$ cat src/rtl/i2c_cfg_sequencer.sv
// i2c_cfg_sequencer: walks a registered register/value table and issues one
// I2C write per entry to a byte-level master. A NACK is retried after a
// back-off, up to MAX_RETRIES times. A run starts on a start pulse or on a
// rising edge of the (optionally synchronised) hot-plug detect.
//
// Handshake: i2c_req is a level. It rises together with a freshly registered
// i2c_word and stays high, with i2c_word frozen, until the master returns a
// one-cycle i2c_done. i2c_nack is only meaningful in that i2c_done cycle.
// i2c_done is ignored in every state other than WAIT.
module i2c_cfg_sequencer #(
    parameter logic [7:0] DEV_ADDR       = 8'h72,
    parameter int         NUM_ENTRIES    = 20,
    parameter int         IDX_W          = 6,
    parameter int         MAX_RETRIES    = 3,
    parameter int         BACKOFF_CYCLES = 1024,
    parameter int         HPD_SYNC       = 1
) (
    input  logic             CLK,
    input  logic             RST_N,
    input  logic             start,
    input  logic             hpd,
    output logic [IDX_W-1:0] tbl_idx,
    input  logic [15:0]      tbl_data,
    output logic             i2c_req,
    output logic [23:0]      i2c_word,
    input  logic             i2c_done,
    input  logic             i2c_nack,
    output logic             busy,
    output logic             cfg_done,
    output logic             cfg_err,
    output logic [IDX_W-1:0] err_idx,
    output logic [2:0]       fsm_state
);

    localparam logic [2:0] IDLE    = 3'd0;
    localparam logic [2:0] FETCH   = 3'd1;
    localparam logic [2:0] LATCH   = 3'd2;
    localparam logic [2:0] WAIT    = 3'd3;
    localparam logic [2:0] BACKOFF = 3'd4;
    localparam logic [2:0] NEXT    = 3'd5;
    localparam logic [2:0] DONE    = 3'd6;
    localparam logic [2:0] ERROR   = 3'd7;

    // Retry counter must hold MAX_RETRIES; keep at least one bit when it is 0.
    localparam int RW = (MAX_RETRIES > 0) ? $clog2(MAX_RETRIES + 1) : 1;
    localparam int BW = $clog2(BACKOFF_CYCLES + 1);

    localparam logic [RW-1:0]    MAX_R    = RW'(MAX_RETRIES);
    localparam logic [BW-1:0]    BO_LOAD  = BW'(BACKOFF_CYCLES);
    localparam logic [BW-1:0]    BO_LAST  = BW'(1);
    localparam logic [IDX_W-1:0] LAST_IDX = IDX_W'(NUM_ENTRIES - 1);

    logic [2:0]    state;
    logic [RW-1:0] retry_cnt;
    logic [BW-1:0] bo_cnt;
    logic          hpd_s;
    logic          hpd_prev;
    logic          trigger;

    generate
        if (HPD_SYNC != 0) begin : g_sync
            logic [1:0] sync_ff;
            // Two-flop synchroniser for the asynchronous hot-plug level.
            always_ff @(posedge CLK or negedge RST_N) begin
                if (!RST_N) sync_ff <= 2'b00;
                else        sync_ff <= {sync_ff[0], hpd};
            end
            assign hpd_s = sync_ff[1];
        end else begin : g_nosync
            assign hpd_s = hpd;
        end
    endgenerate

    // HPD history for rising-edge detection.
    always_ff @(posedge CLK or negedge RST_N) begin
        if (!RST_N) hpd_prev <= 1'b0;
        else        hpd_prev <= hpd_s;
    end

    assign trigger   = start | (hpd_s & ~hpd_prev);
    assign fsm_state = state;

    // Sequencer FSM with all registered outputs. The BACKOFF state occupies
    // exactly BACKOFF_CYCLES cycles; LATCH then re-registers the same word.
    always_ff @(posedge CLK or negedge RST_N) begin
        if (!RST_N) begin
            state     <= IDLE;
            tbl_idx   <= '0;
            i2c_word  <= '0;
            err_idx   <= '0;
            i2c_req   <= 1'b0;
            busy      <= 1'b0;
            cfg_done  <= 1'b0;
            cfg_err   <= 1'b0;
            retry_cnt <= '0;
            bo_cnt    <= '0;
        end else begin
            case (state)
                IDLE, DONE, ERROR: begin
                    if (trigger) begin
                        cfg_done  <= 1'b0;
                        cfg_err   <= 1'b0;
                        retry_cnt <= '0;
                        tbl_idx   <= '0;
                        busy      <= 1'b1;
                        state     <= FETCH;
                    end
                end
                FETCH: begin
                    state <= LATCH;
                end
                LATCH: begin
                    i2c_word <= {DEV_ADDR, tbl_data};
                    i2c_req  <= 1'b1;
                    state    <= WAIT;
                end
                WAIT: begin
                    if (i2c_done) begin
                        i2c_req <= 1'b0;
                        if (!i2c_nack) begin
                            retry_cnt <= '0;
                            state     <= NEXT;
                        end else if (retry_cnt < MAX_R) begin
                            retry_cnt <= retry_cnt + 1'b1;
                            bo_cnt    <= BO_LOAD;
                            state     <= BACKOFF;
                        end else begin
                            err_idx <= tbl_idx;
                            cfg_err <= 1'b1;
                            busy    <= 1'b0;
                            state   <= ERROR;
                        end
                    end
                end
                BACKOFF: begin
                    bo_cnt <= bo_cnt - 1'b1;
                    if (bo_cnt <= BO_LAST) state <= LATCH;
                end
                NEXT: begin
                    if (tbl_idx == LAST_IDX) begin
                        cfg_done <= 1'b1;
                        busy     <= 1'b0;
                        state    <= DONE;
                    end else begin
                        tbl_idx <= tbl_idx + 1'b1;
                        state   <= FETCH;
                    end
                end
                default: begin
                    state <= IDLE;
                end
            endcase
        end
    end

endmodule

$ cat config.mk
export PLATFORM = sky130hd
export DESIGN_NAME = i2c_cfg_sequencer
export DESIGN_NICKNAME = d
export VERILOG_FILES = /design/src/rtl/i2c_cfg_sequencer.sv
export SDC_FILE = /design/constraint.sdc
export NUM_CORES = 1
export LEC_CHECK = 0
export ABC_AREA = 1
export ABC_CLOCK_PERIOD_IN_PS = 3000
export BUFFER_PORTS_ARGS = -buffer_cell sky130_fd_sc_hd__buf_4
export CAP_MARGIN = 10
export CORE_UTILIZATION = 57
export DETAILED_ROUTE_END_ITERATION = 7
export PLACE_DENSITY_LB_ADDON = 0.05
export SLEW_MARGIN = 0
export SYNTH_ARGS = -nofsm -noshare
export SYNTH_HDL_FRONTEND = slang
export SYNTH_SLANG_ARGS = --single-unit
$ cat constraint.sdc
create_clock -name CLK -period 3 [get_ports CLK]
set_input_delay 0 -clock CLK [delete_from_list [all_inputs] [get_ports CLK]]
set_output_delay 0 -clock CLK [all_outputs]
set_load 0.03 [all_outputs]
## Word level (Yosys, flattened, before mapping)

Index checks and enable logic that the tools add are counted.
Widths: inputs -> output; s select.

- Logic and storage cells: 88
- Register bits after elaboration: 52
- Bits of input ports: 22
- Output and inout bits: 43

- Mux-type cells: 34
- Bitwise operators: 4
- Reductions and logical operators: 16
- Eq/ne operators: 17
- Add/sub/neg operators: 3
- $lt $le $gt $ge: 2

Operators by type and width:

| kind | number |
|---|---|
| $mux 11 | 3 |
| $pmux 11 s2 | 1 |
| $pmux 3 s6 | 1 |
| $ne 2x2->1 const B | 8 |
| $eq 3x3->1 const B | 4 |
| $mux 2 | 6 |
| $mux 3 | 4 |
| $mux 6 | 2 |
| $pmux 6 s2 | 1 |
| $reduce_and 4->1 | 3 |
| $le 11x1->1 const B | 1 |
| $mux 1 | 11 |
| $sub 11x1->11 const B | 1 |
| $reduce_and 3->1 | 3 |
| $reduce_bool 2->1 | 4 |
| $add 6x1->6 const B | 1 |
| $eq 3x2->1 const B | 2 |
| $eq 6x5->1 const B | 1 |
| $pmux 1 s2 | 3 |
| $reduce_and 6->1 | 1 |
| $reduce_and 5->1 | 1 |
| $pmux 2 s2 | 1 |
| $eq 3x1->1 const B | 1 |
| $logic_not 3->1 | 1 |
| 10 further kinds | 11 |

## Logic depth before layout (Yosys ltp)

- Depth in word-level cells: 5
- Gate-level depth with buffers: 9
- Depth with buffers taken out: 9

## Worst setup path after synthesis

OpenSTA, ideal clock, no wires.

- Path kind: register -> register
- Start: reg state[0] (netlist: fsm_state[0])
- End: reg i2c_word[10]
- Clock period less this slack: 1.519 ns
- Required time: 2.875 ns
- Data arrival time: 1.394 ns
- Setup slack: 1.481 ns
- Path buffers: 1
- Stages on the path, launching flop included: 5
- Setup time: 0.125 ns
- Cells stage by stage: dfrtp_1 -> inv_2 -> nand2_2 -> buf_6 -> mux2_2

- Word-level cells in the longest chain between the ends: 1

RTL lines:

| element | RTL line | RTL |
|---|---|---|
| start: declaration | 53 | `logic [2:0] state;` |
| start signal: assignment | 87 | `state <= IDLE;` |
| start signal: assignment | 106 | `state <= FETCH;` |
| start signal: assignment | 110 | `state <= LATCH;` |
| $eq 3x2->1 | 98 | `case (state)` |
| end signal: assignment | 113 | `i2c_word <= {DEV_ADDR, tbl_data};` |
| end: declaration | 25 | `output logic [23:0] i2c_word,` |

No other way between the ends.
A chain may end at the register's enable or synchronous reset.

## Final worst setup path

- Start: reg state[1] (netlist: fsm_state[1])
- End: reg state[1] (netlist: fsm_state[1])

- Word-level cells in the longest chain between the ends: 4
- Elaborated cells on any way between the ends: 14
- Classes of those cells: eq/ne (10); mux (1); reduce/logical (3)

RTL lines:

| element | RTL line |
|---|---|
| $eq 3x3->1 or $logic_not 3->1 (tied branches) | 98 |
| $reduce_or 3->1 | 98 |
| $ne 2x2->1 (no line) | - |
| $reduce_and 3->1 (no line) | - |

Parallel ways exist; a longest one is shown, timed or not.

==> impl_summary.log <==
[metrics] Post-Syn Area: 0.00260 mm^2
[metrics] drt first-iter violations: 120
[metrics] pin count of the biggest net entering global routing: 53
[metrics] gpl congestion: 0.887
[metrics] power per standard cell area: 965 mW/mm^2
[metrics] Routed WL per cell: 12.7 um
[metrics] switching share of power: 0.461
[metrics] YS warnings: 0
[metrics] Routed Wire Length: 5500 um
[metrics] part of the total power dissipated in combinational logic: 0.535
[metrics] startpoint-to-endpoint class of the critical path: reg2reg
[metrics] number of diodes added for antenna fixing: 0
[metrics] count of input and output buffers: 60
[metrics] worst clock skew: 5.79 ps
[metrics] Avg Cell Area, Syn: 8.63 um^2
[metrics] routed via count divided by cell count: 5.00
[metrics] proportion of synthesized flip-flops having asynchronous set or reset: 1.00
[metrics] fin cells: 432
[metrics] most common flop cell mapped by yosys: sky130_fd_sc_hd__dfrtp_1
[metrics] Period Utilization, post-route: 0.634
[metrics] Final Hold Viols: 0
[metrics] outcome: finished, final reports clean
[metrics] class of the tightest hold or removal check: in2reg
[metrics] number of distinct library cells after synthesis: 26
[metrics] crit-path max cell delay: 630 ps
[metrics] Clock H-tree levels: 2
[metrics] aggregate global-route resource usage: 0.253
[metrics] Syn Inst Count: 301
[metrics] final total negative setup slack: 0 ps
[metrics] Layout Nets: 405
[metrics] vias in the first global route: 2224
[metrics] CTS Buf Count: 5
[metrics] CTS Root Cell: sky130_fd_sc_hd__clkbuf_8
[metrics] share of power burned in registers: 0.342
[metrics] Antenna Violating Nets Remaining: 0
[metrics] max-cap viol count: 0
[metrics] DIE WIDTH: 69.5 um
[metrics] clock latency reported for the late side of the worst-skew pair: 300 ps
[metrics] area of the die: 0.00483 mm^2
[metrics] leftover overflow at the end of global routing: 0
[metrics] number of flops mapped to enable cells by yosys: 0
[metrics] final number of max-transition violations: 0
[metrics] starting density of the core: 0.597
[metrics] cell breakdown of the critical path: inv_2, nand2_2, nor2_1, nand3_1, nand2_1, nand2_1, nand2_1
[metrics] count of pins on the block boundary: 65
[metrics] Leakage Power: 0.00171 uW
[metrics] net load switching power: 1470 uW
[metrics] Crit. Startpoint: fsm_state[1]$_DFFE_PN0P_
[metrics] relative contribution of the clock network to total power: 0.123
[metrics] r2r startpoint: fsm_state[1]$_DFFE_PN0P_
[metrics] Int Pwr: 1730 uW
[metrics] Layout Area Growth over Synthesis: 27.6%
[metrics] count of cells resized by post-cts repair: 0
[metrics] total placed cells including tap cells: 406
[metrics] standard cell with the maximum stage delay on the critical path: sky130_fd_sc_hd__nor2_1
[metrics] final setup vio count: 0
[metrics] cells taking the most area after synthesis: sky130_fd_sc_hd__dfrtp_1, sky130_fd_sc_hd__nand2_1, sky130_fd_sc_hd__mux2_2, sky130_fd_sc_hd__nand3_1, sky130_fd_sc_hd__inv_1
[metrics] unrepaired setup endpoints after global routing: false
[metrics] total DRC errors in the routed layout: 0
[metrics] Rel. slew slack: 0.476
[metrics] Crit path arrival time: 2150 ps
[metrics] Worst Setup Start Kind: flop
[metrics] highest ir drop seen on vdd: 0.564 mV
[metrics] post-route minimum period: 1900 ps
[metrics] clock sink count: 52
[metrics] largest driver fanout on the critical path: 12
[metrics] detailed-placement wirelength estimate: 3730 um
[metrics] Longest Clk Path Bufs: 2
[metrics] number of antenna violations at the first check in global routing: 0
[metrics] number of storage elements in the synthesis netlist: 52
[metrics] Post-CTS Setup Bufs: 0
[metrics] required time worst endpoint: 3250 ps
[metrics] clock-pin slew on the worst setup and hold paths: 90 ps
[metrics] hold wc startpoint: i2c_done
[metrics] fraction of layout instances using a drive strength above 1: 0.282
[metrics] number of search-and-repair iterations in the first detailed-routing pass: 4
[metrics] most instantiated library cell after synthesis: sky130_fd_sc_hd__nand2_1
[metrics] endpoint class of the critical path: flop
[metrics] overall power: 3200 uW
[metrics] chip height: 69.5 um
[metrics] portion of synthesized cell area occupied by the leading cell type: 0.501
[metrics] standard-cell rows: 24
[metrics] actual transition at the worst max-transition pin: 783 ps
[metrics] first-pass GRT wire length: 9730 um
[metrics] total via count after detailed routing: 2162
[metrics] share of synthesized area occupied by flip-flops and latches: 0.501
[metrics] cell with the most instances on the worst path: sky130_fd_sc_hd__nand2_1
[metrics] Post-synth top cells: sky130_fd_sc_hd__nand2_1, sky130_fd_sc_hd__dfrtp_1, sky130_fd_sc_hd__inv_1
[metrics] Achievable Freq: 0.525 GHz
[metrics] area leader, netlist: sky130_fd_sc_hd__dfrtp_1
[metrics] CTS tree: yes
[metrics] Core Region: 0.00435 mm^2
==> final cells by class <==
type | count | area, um^2
fill | 323 | 1040
clock inverter | 1 | 8.76
inverter | 37 | 139
tap | 52 | 65.1
multi-input combinational | 205 | 1090
timing repair buffer | 78 | 631
clock buffer | 7 | 76.3
sequential | 52 | 1300
==> sequential cells by signal, summed over array words and instances, names as in the netlist <==
| signal | cells |
|---|---|
| retry_cnt | 2 |
| err_idx | 6 |
| cfg_err | 1 |
| bo_cnt | 11 |
| fsm_state | 3 |
| i2c_req | 1 |
| g_sync.sync_ff | 2 |
| tbl_idx | 6 |
| i2c_word | 17 |
| busy | 1 |
| hpd_prev | 1 |
| cfg_done | 1 |
==> layer usage <==
layer  vias up  share of wire  GRT usage  routed length [um]
li1       1106              -          -                   -
met2        49           0.52      0.444                2850
met4         0          0.015     0.0884                  82
met1      1000           0.43      0.309                2370
met3         7          0.035     0.0494                 195
met5         -              0          0                   0
==> path summary, 6_finish.rpt <==
check / to / slack, ps / cells past startpoint
worst max-delay path: fsm_state[1]$_DFFE_PN0P_ / 1100 / 7
worst min-delay path: fsm_state[0]$_DFFE_PN0P_ / 90 / 6
worst max register to register: fsm_state[1]$_DFFE_PN0P_ / 1100 / 7
worst min register to register: g_sync.sync_ff[1]$_DFF_PN0_ / 350 / 0
max in group asynchronous: hpd_prev$_DFF_PN0_ / 2300 / 2
min in group asynchronous: bo_cnt[4]$_DFFE_PN0P_ / 270 / 2
==> power by group through the flow <==
stage,Clock [uW],Sequential (uW),Combinational [uW]
3_5_place_dp,0,1100,1690
3_3_place_gp,0,1090,1660
6_report,394,1090,1710
5_1_grt,436,1130,1900
2_1_floorplan,0,1380,927
4_1_cts,406,1090,1710
==> per-stage QoR <==
step	instance area (um^2)	utilization	setup WS, ps	hold slack [ps]
finish	3310	0.761	1100	85.8
floorplan	2610	-	1480	-296
CTS	3310	0.761	1070	77.0
global placement	3050	0.700	1160	69.3
detailed placement	3050	0.700	1090	73.2
global route	3310	0.761	865	107
==> cells in the final DEF (no fill, tap or decap) <==
cell / n
sky130_fd_sc_hd__clkinv_4: 1
sky130_fd_sc_hd__nor3_1: 1
sky130_fd_sc_hd__nand3_2: 1
sky130_fd_sc_hd__clkbuf_1: 2
sky130_fd_sc_hd__o21ai_0: 6
sky130_fd_sc_hd__nor2_1: 23
sky130_fd_sc_hd__nand3_1: 28
sky130_fd_sc_hd__conb_1: 4
sky130_fd_sc_hd__inv_2: 5
sky130_fd_sc_hd__nor2_4: 2
sky130_fd_sc_hd__o21ai_1: 17
sky130_fd_sc_hd__nand3b_1: 1
sky130_fd_sc_hd__o21ai_2: 7
sky130_fd_sc_hd__clkbuf_8: 5
sky130_fd_sc_hd__nand2_2: 5
sky130_fd_sc_hd__dfrtp_1: 52
sky130_fd_sc_hd__mux2_2: 16
sky130_fd_sc_hd__inv_1: 32
sky130_fd_sc_hd__ha_1: 4
sky130_fd_sc_hd__nand2_1: 79
sky130_fd_sc_hd__or2_2: 1
sky130_fd_sc_hd__o31ai_1: 1
sky130_fd_sc_hd__nor2_2: 4
sky130_fd_sc_hd__a21oi_1: 1
sky130_fd_sc_hd__buf_4: 60
sky130_fd_sc_hd__nand4_1: 3
sky130_fd_sc_hd__dlygate4sd3_1: 18
sky130_fd_sc_hd__xor2_1: 1
==> logic make-up (layout without fill, tap and decap cells) <==
family | count (synthesis) | after routing | synth area share
multiplexers | 16 | 16 | 0.0694
adder cells (fa/ha/maj) | 4 | 4 | 0.0193
flip-flops | 52 | 52 | 0.501
XOR/XNOR | 1 | 1 | 0.00337
other | 1 | 4 | 0.00144
AO/OA/AOI/OAI | 32 | 32 | 0.0727
AND/OR/NAND/NOR | 148 | 148 | 0.250
buffers and inverters | 47 | 123 | 0.0829
==> worst max-delay path: cells and delay by family (launching register included) <==
| kind | cells | cell delay (ps) |
|---|---|---|
| flip-flops | 1 | 450 |
| buffers and inverters | 1 | 120 |
| AND/OR/NAND/NOR | 6 | 1280 |
==> repair_timing <==
item,in CTS,in global routing
hold buffers,18,0
endpoints found under the setup margin,0,0
endpoints found under the hold margin,69,0
(Power assumes the default switching activity.)
